File: config.mk
export PLATFORM = sky130hd
export DESIGN_NAME = except_ctrl
export DESIGN_NICKNAME = d
export VERILOG_FILES = /design/src/rtl/except_ctrl.sv
export SDC_FILE = /design/constraint.sdc
export NUM_CORES = 1
export LEC_CHECK = 0
export BUFFER_PORTS_ARGS = -buffer_cell sky130_fd_sc_hd__buf_2
export CORE_MARGIN = 8
export CORE_UTILIZATION = 30
export DETAILED_ROUTE_END_ITERATION = 8
export GPL_TIMING_DRIVEN = 1
export PLACE_DENSITY = 0.61
export SYNTH_ARGS = -nofsm -noshare
export SYNTH_HDL_FRONTEND = slang
export SYNTH_SLANG_ARGS = --single-unit
File: constraint.sdc
create_clock -name clk -period 3.4 [get_ports clk]
set_clock_uncertainty 0.2 [all_clocks]
set_input_delay 0.34 -clock clk [delete_from_list [all_inputs] [get_ports clk]]
set_output_delay 0.34 -clock clk [all_outputs]
set_load 0.05 [all_outputs]
File: src/rtl/except_ctrl.sv
// Exception / interrupt controller: picks the oldest excepting lane (or a pending
// interrupt), raises a single held request to CP0, then pulses a pipeline flush.
module except_ctrl #(
    parameter int unsigned N_ISSUE      = 2,
    parameter int unsigned N_INT        = 8,
    parameter int unsigned SYNC_STAGES  = 2,
    parameter int unsigned FLUSH_CYCLES = 2
) (
    input  logic                                          clk,
    input  logic                                          rst_n,
    input  logic [N_ISSUE-1:0]                            inst_valid,
    input  logic [N_ISSUE-1:0]                            exc_valid,
    input  logic [N_ISSUE-1:0]                            exc_eret,
    input  logic [5*N_ISSUE-1:0]                          exc_code,
    input  logic [32*N_ISSUE-1:0]                         exc_pc,
    input  logic [N_ISSUE-1:0]                            exc_delayslot,
    input  logic [N_ISSUE-1:0]                            exc_tlb_refill,
    input  logic [N_INT-1:0]                              int_raw,
    input  logic                                          status_ie,
    input  logic                                          status_exl,
    input  logic                                          status_erl,
    input  logic                                          status_bev,
    input  logic                                          cause_iv,
    input  logic [31:0]                                   epc,
    input  logic [31:0]                                   error_epc,
    input  logic [31:0]                                   ebase,
    output logic                                          req_valid,
    input  logic                                          req_ack,
    output logic [4:0]                                    req_code,
    output logic [31:0]                                   req_pc,
    output logic                                          req_delayslot,
    output logic                                          req_eret,
    output logic [((N_ISSUE > 1) ? $clog2(N_ISSUE) : 1)-1:0] req_lane,
    output logic [31:0]                                   req_vec,
    output logic                                          flush,
    output logic                                          busy,
    output logic [N_INT-1:0]                              int_pending
);

    localparam int unsigned LaneW = (N_ISSUE > 1) ? $clog2(N_ISSUE) : 1;
    localparam int unsigned CntW  = (FLUSH_CYCLES > 1) ? $clog2(FLUSH_CYCLES) : 1;

    typedef enum logic [1:0] {StIdle, StReq, StFlush} state_e;

    state_e              state_q;
    logic [CntW-1:0]     cnt_q;
    logic [N_INT-1:0]    sync_q [SYNC_STAGES];

    logic                win_valid;
    logic [4:0]          win_code;
    logic [31:0]         win_pc;
    logic                win_ds;
    logic                win_refill;
    logic                win_eret;
    logic [LaneW-1:0]    win_lane;
    logic [31:0]         win_vec;
    logic [11:0]         vec_off;
    logic                int_take;

    // Only the page-aligned part of EBASE forms the vector.
    logic unused_ebase;
    assign unused_ebase = ^ebase[11:0];

    // Interrupt synchroniser chains.
    always_ff @(posedge clk or negedge rst_n) begin
        if (!rst_n) begin
            for (int i = 0; i < int'(SYNC_STAGES); i++) sync_q[i] <= '0;
        end else begin
            sync_q[0] <= int_raw;
            for (int i = 1; i < int'(SYNC_STAGES); i++) sync_q[i] <= sync_q[i-1];
        end
    end

    assign int_pending = sync_q[SYNC_STAGES-1];
    assign int_take    = status_ie & ~status_exl & ~status_erl & (|int_pending) & (|inst_valid);

    // Winner selection: interrupt first, else lowest-index excepting lane.
    always_comb begin
        win_valid  = 1'b0;
        win_code   = '0;
        win_pc     = '0;
        win_ds     = 1'b0;
        win_refill = 1'b0;
        win_eret   = 1'b0;
        win_lane   = '0;
        if (int_take) begin
            win_valid = 1'b1;
            // Descending scan so the lowest valid lane is assigned last.
            for (int i = int'(N_ISSUE) - 1; i >= 0; i--) begin
                if (inst_valid[i]) begin
                    win_pc   = exc_pc[32*i +: 32];
                    win_ds   = exc_delayslot[i];
                    win_lane = LaneW'(i);
                end
            end
        end else begin
            for (int i = int'(N_ISSUE) - 1; i >= 0; i--) begin
                if (exc_valid[i] | exc_eret[i]) begin
                    win_valid  = 1'b1;
                    win_code   = exc_code[5*i +: 5];
                    win_pc     = exc_pc[32*i +: 32];
                    win_ds     = exc_delayslot[i];
                    win_refill = exc_tlb_refill[i];
                    win_eret   = exc_eret[i];
                    win_lane   = LaneW'(i);
                end
            end
        end
    end

    // Redirect target from the CP0 state of the capture cycle.
    always_comb begin
        vec_off = 12'h180;
        if (!status_exl && win_refill && (win_code == 5'd2 || win_code == 5'd3)) begin
            vec_off = 12'h000;
        end else if (!status_exl && win_code == 5'd0 && cause_iv) begin
            vec_off = 12'h200;
        end
        if (win_eret) begin
            win_vec = status_erl ? error_epc : epc;
        end else if (status_bev) begin
            win_vec = 32'hBFC0_0200 + {20'd0, vec_off};
        end else begin
            win_vec = {ebase[31:12], vec_off};
        end
    end

    // Control FSM with registered request, flush and busy outputs.
    always_ff @(posedge clk or negedge rst_n) begin
        if (!rst_n) begin
            state_q       <= StIdle;
            cnt_q         <= '0;
            req_valid     <= 1'b0;
            req_code      <= '0;
            req_pc        <= '0;
            req_delayslot <= 1'b0;
            req_eret      <= 1'b0;
            req_lane      <= '0;
            req_vec       <= '0;
            flush         <= 1'b0;
            busy          <= 1'b0;
        end else begin
            unique case (state_q)
                StIdle: begin
                    if (win_valid) begin
                        state_q       <= StReq;
                        req_valid     <= 1'b1;
                        busy          <= 1'b1;
                        req_code      <= win_code;
                        req_pc        <= win_pc;
                        req_delayslot <= win_ds;
                        req_eret      <= win_eret;
                        req_lane      <= win_lane;
                        req_vec       <= win_vec;
                    end
                end
                StReq: begin
                    if (req_ack) begin
                        state_q   <= StFlush;
                        req_valid <= 1'b0;
                        flush     <= 1'b1;
                        cnt_q     <= CntW'(FLUSH_CYCLES - 1);
                    end
                end
                StFlush: begin
                    if (cnt_q == '0) begin
                        state_q <= StIdle;
                        flush   <= 1'b0;
                        busy    <= 1'b0;
                    end else begin
                        cnt_q <= cnt_q - 1'b1;
                    end
                end
                default: state_q <= StIdle;
            endcase
        end
    end

endmodule

==> results_dict.tcl, run 1 <==
set metrics [dict create \
    status "completed" \
    post_drt_via_cell_ratio 4.96 \
    cts_resized 0 \
    critical_path_class "register to register" \
    die_y_um 140 \
    syn_avg_cell_area_um2 10.9 \
    hpwl_um 12100 \
    ys.flop_type "dfrtp_1" \
    crit_end "req_pc[25]" \
    max_slew_margin_pct 11.5 \
    hold_violations 0 \
    antenna_found_initial 1 \
    io_buffers 266 \
    p_comb_share_pct 54.0 \
    dr.pass1.iters 4 \
    r2r-end "req_pc[25]" \
    fin_ws_ps 495 \
    switching_share_pct 49.7 \
    synth-async-reset-ratio_pct 100 \
    power.leakage_uw 0.00313 \
    h-tree-depth 3 \
    synth_compound_area_share_pct 20.2 \
    die_w_um 140 \
    clock_sinks 94 \
    cts_root_buf "clkbuf_16" \
    r2r_slack_ps 490 \
    synth_xor_area_share_pct 0 \
    grt_pass1_wl_um 24800 \
    synth-adder-area-share_pct 0.272 \
    internal_power_uw 3190 \
    antenna_left 0 \
    slowest_stage "and3_1" \
    synth-simple-area-share_pct 17.2 \
    dp_slack_ps 430 \
    grtUsageTotal_pct 15.8 \
    worstSetupStartpointType "register" \
    fin_setup_tns_ps 0 \
    clk_path_buf_depth 2 \
    reg2regPathDepth 5 \
    path_max_fanout 33 \
    synth.net_count 617 \
    drt_wl_total_um 15500 \
    p_seq_share_pct 29.0 \
    rsz0062_at_grt "false" \
    wl_per_cell_um 17.8 \
    synthMuxAreaShare_pct 5.15 \
    synth_edf_count 0 \
    antennaDiodeCount 0 \
    start_util_pct 30.5 \
    nNetsFinal 872 \
    clk_latency_ps 340 \
    max_stage_delay_ps 1070 \
    clk_pin_slew_ps 60 \
    drive_above_1_share_pct 46.2 \
    vias 4306 \
    die_area_mm2 0.0195 \
    crit_start "int_pending[5]" \
    globalRouteOverflowTotal 0 \
    worst_slew_pin_slew_ps 1330 \
    yosysWarnings 0 \
    critical_path_required_ps 3470 \
    ys_ff_latch 94 \
    rows 45 \
    min_period_ps 2910 \
    synth_top_family_by_area "compound AO/OA/AOI/OAI gates" \
    ir_drop_mv 0.409 \
    switchingPower_uw 3150 \
    postSynthCellCount 420 \
    drc 0 \
    ios 279 \
    gp_congestion 0.851 \
    grt_max_degree 46 \
    fin_crit_sh_pct 85.5 \
    clockPowerShare_pct 17.0 \
    drv_slew 0 \
    drv_cap 0 \
    grt_pass1_vias 4579 \
    cts_tree "yes" \
    r2r_start "int_pending[5]" \
    fin_cells 868 \
    critPathTopFamily "simple AND/OR/NAND/NOR gates" \
    fmax_mhz 344 \
    numCtsBuffers 9 \
    hp-class "input port to register" \
    dp.cells 843 \
    power.density_mw_per_mm2 993 \
    critPathCaptureType "register" \
    path_cells "nor4_2 > a21oi_2 > nand3b_1 > and3_1 > a221o_1" \
    total_power_uw 6340 \
    cp.depth 5 \
    postCtsSetupBuffers 0 \
    fill_cells 1502 \
    ys_seq_area_share_pct 51.2 \
    whs_ps 22.2 \
    worst-path-buf-inv 0 \
    drt_iter0_markers 165 \
    syn_area_mm2 0.00460 \
    cp.arrival_ps 2980 \
    synth_cell_types 45 \
    setup_viol 0 \
    syn2layout_area_growth_pct 38.8 \
    core_mm2 0.0151 \
]
==> flip-flops by register name (all words and copies together) (netlist names) <==
name and flops:
req_eret 1, req_lane 1, int_pending 8, req_valid 1
req_code 5, state_q 2, sync_q 8, req_vec 32
flush 1, req_delayslot 1, busy 1, req_pc 32
cnt_q 1
==> power by group through the flow <==
stage                     clock network (µW)  logic, µW  registers [µW]
after floorplan                            0       1100            3360
after global placement                     0       3410            1840
after detailed placement                   0       3450            1860
after CTS                               1120       3470            1840
after global routing                    1150       3660            1900
final                                   1070       3420            1840
==> cells by family after synthesis <==
logic type	after synthesis
multiplexers	22
AND/OR/NAND/NOR	147
adder cells (fa/ha/maj)	1
AO/OA/AOI/OAI	114
flip-flops	94
buffers and inverters	42
==> Yosys cell counts (2+ instances only) <==
library cell   n  area share [%]
buf_2         11             1.2
nand3b_1      12             2.0
inv_1          2            0.16
and2_1        33             4.5
dfrtp_1       94              51
o21ai_0       15             1.6
a21oi_1        2            0.22
a22oi_1        4            0.65
or2_2          2            0.27
nor2b_1       12             1.6
nor2_1        21             1.7
nand2_1       47             3.8
mux2i_1        9             2.0
clkbuf_1      11            0.90
buf_4          8             1.3
buf_6         10             2.5
a221o_1       33             7.2
a211oi_1      12             2.0
mux2_2        13             3.2
a21o_1         2            0.33
a31oi_1       11             1.5
o31ai_1       24             3.9
nor3_1        10             1.1
==> repair_timing <==
action | 4_1_cts | 5_1_grt
setup endpoints to repair | 0 | 0
endpoints found under the hold margin | 36 | 0
hold buffers | 9 | 0
==> worst min path at each step <==
| stage | from | endpoint | slack, ps | depth (start not counted) |
|---|---|---|---|---|
| after global routing | req_ack | state_q[0] | 20 | 2 |
| after detailed placement | rst_n | req_pc[23] | 90 | 1 |
| after global placement | rst_n | req_pc[22] | 90 | 1 |
| after CTS | req_ack | state_q[0] | 2 | 2 |
| after floorplan | rst_n | busy | -160 | 0 |
| final | req_ack | state_q[0] | 20 | 2 |
==> area by class of cell <==
class	instances	area, µm²	share of cell area, %
Clock inverter	3	67.6	1.06
Inverter	2	7.51	0.118
Tap cell	188	235	3.69
Clock buffer	13	250	3.92
Timing Repair Buffer	284	1490	23.4
Sequential cell	94	2350	36.9
Multi-Input combinational cell	284	1970	31.0
==> layout by cell type, fill, tap and decap left out, types with 10 or more instances in the layout <==
cell / count
nor2b_1: 12
o21ai_0: 15
dfrtp_1: 94
buf_2: 265
a31oi_1: 11
mux2_2: 13
nand3b_1: 12
a221o_1: 33
a211oi_1: 12
and2_1: 33
buf_4: 10
nand2_1: 47
o31ai_1: 24
nor3_1: 10
nor2_1: 21
==> metal layers <==
layer | routed length [µm] | vias to the layer above | GRT usage (%)
met3 | 1350 | 13 | 5.68
met1 | 6710 | 2033 | 19.0
li1 | - | 2043 | -
met4 | 183 | 2 | 4.69
met5 | 10 | - | 0
met2 | 7210 | 215 | 26.0
==> through the flow <==
| stage | area (µm²) | util, % |
|---|---|---|
| floorplan | 4600 | - |
| global placement | 5970 | 39.6 |
| detailed placement | 5970 | 39.6 |
| CTS | 6380 | 42.3 |
| global route | 6380 | 42.3 |
| finish | 6380 | 42.3 |
Power figures use the tool's default switching activity.
==> run 2, diff against run 1 <==
HOLD_SLACK_MARGIN = 0.06   (was not set)
==> run 2 against run 1 <==
Net effect:
- die area did not move
- clock power barely moved
- sequential power barely moved
- combinational power rose by 3%
- critical path depth did not move
- hold slack improved by 61 ps
- final area rose by 11%
- setup slack improved by 26 ps
- flip-flop and latch count did not move
- sequential share of layout area fell by 3.7 points
- via count rose by 6.5%
==> results_dict.tcl, run 2 (synthesis gave the netlist of run 1 again) <==
set metrics [dict create \
    status "completed" \
    gp_congestion 0.851 \
    cp.arrival_ps 2950 \
    max_slew_margin_pct 14.6 \
    ios 279 \
    largest_registers "req_pc (32), req_vec (32)" \
    die_w_um 140 \
    final_common_cell "buf_2" \
    die_y_um 140 \
    post_drt_via_cell_ratio 4.88 \
    min_period_ps 2880 \
    grt_pass1_vias 4940 \
    numCtsBuffers 9 \
    rsz0062_at_grt "false" \
    critPathTopFamily "simple AND/OR/NAND/NOR gates" \
    final_area_mm2 0.00710 \
    p_comb_share_pct 54.6 \
    max_stage_delay_ps 1040 \
    r2r_slack_ps 520 \
    drt_iter0_markers 188 \
    grt_max_degree 46 \
    clk_latency_ps 340 \
    hpwl_um 12100 \
    power.leakage_uw 0.00343 \
    slowest_stage "and3_1" \
    postCtsSetupBuffers 0 \
    drive_above_1_share_pct 41.8 \
    clock_sinks 94 \
    nNetsFinal 944 \
    critical_path_class "register to register" \
    drv_cap 0 \
    h-tree-depth 3 \
    antenna_left 0 \
    power.density_mw_per_mm2 908 \
    p_seq_share_pct 28.7 \
    grtUsageTotal_pct 17.1 \
    grt_pass1_wl_um 27000 \
    core_mm2 0.0151 \
    cts_tree "yes" \
    globalRouteOverflowTotal 0 \
    worst-path-buf-inv 0 \
    fin_setup_tns_ps 0 \
    fin_crit_sh_pct 84.7 \
    layout_common_cells "buf_2, dfrtp_1, dlygate4sd3_1" \
    rows 45 \
    critical_path_required_ps 3470 \
    drc 0 \
    worst_slew_pin_slew_ps 1280 \
    vias 4584 \
    antennaDiodeCount 0 \
    path_cells "nor4_2 > a21oi_2 > nand3b_1 > and3_1 > a221o_1" \
    dr.pass1.iters 4 \
    antenna_found_initial 1 \
    clockPowerShare_pct 16.7 \
    wl_per_cell_um 17.8 \
    io_buffers 266 \
    critPathCaptureType "register" \
    die_area_mm2 0.0195 \
    fmax_mhz 347 \
    switchingPower_uw 3210 \
    drv_slew 0 \
    post_dp_cell_area_mm2 0.00597 \
    internal_power_uw 3240 \
    syn2layout_area_growth_pct 54.5 \
    path_max_fanout 33 \
    start_util_pct 30.5 \
    switching_share_pct 49.7 \
    ir_drop_mv 0.410 \
    setup_viol 0 \
    hold_violations 0 \
    clk_path_buf_depth 2 \
    hp-class "input port to register" \
    clk_pin_slew_ps 60 \
    cts_root_buf "clkbuf_16" \
    drt_wl_total_um 16800 \
    worstSetupStartpointType "register" \
]
-- run 2: cell types whose count changed in the layout (fill, tap and decap cells not counted) --
| cell | before | now |
|---|---|---|
| dlygate4sd3_1 | 9 | 81 |
-- run 2: timing repair --
action	4_1_cts	5_1_grt
endpoints found under the hold margin	75	0
hold buffers	81	0
gates resized for setup	0	0
-- run 2: metrics by stage --
step | std cells | total power (µW) | setup WS [ps] | hold slack [ps] | util (%)
6_report | 940 | 6450 | 520 | 83.2 | 47.0
5_1_grt | 940 | 6800 | 252 | 76.2 | 47.0
4_1_cts | 940 | 6490 | 460 | 61.7 | 47.0
3_5_place_dp | 843 | 5310 | 430 | 94.4 | 39.6
3_3_place_gp | 843 | 5250 | 506 | 89.8 | 39.6
2_1_floorplan | 420 | 4460 | 1210 | -156 | -
-- run 2: area by class of cell --
type	instances	area, µm²
flip-flops and latches	94	2350
well taps	188	235
multi-input cells	284	1970
inverters	2	7.51
clock buffers	13	250
repair buffers	356	2210
clock inverters	3	67.6
fillers	1400	7990
-- run 2: final timing paths --
check | from | depth (start not counted) | endpoint
max reg2reg | int_pending[5] | 5 | req_delayslot
max | int_pending[5] | 5 | req_delayslot
min reg2reg | sync_q[13] | 0 | int_pending[5]
max in group asynchronous | rst_n | 3 | sync_q[8]
min in group asynchronous | rst_n | 2 | req_pc[23]
min | ebase[15] | 3 | req_vec[15]
-- run 2: worst reg2reg max path, stage by stage, from the launching register on --
cell and delay [ps]:
dfrtp_1 390, nor4_2 560, a21oi_2 100, nand3b_1 190, and3_1 1040, a221o_1 330
-- run 2: power groups by stage --
stage	clock [µW]	combinational, µW	sequential [µW]
floorplan	0	1100	3360
global placement	0	3410	1840
detailed placement	0	3450	1860
CTS	1120	3530	1840
global route	1150	3750	1900
finish	1080	3520	1850
-- run 2: layer usage --
layer	part of all wire, %	GRT usage (%)	vias to the layer above
met1	43	20.6	2154
met2	47	28.5	227
met4	1.1	4.80	2
li1	-	-	2188
met3	8.8	5.81	13
met5	0.060	0	-
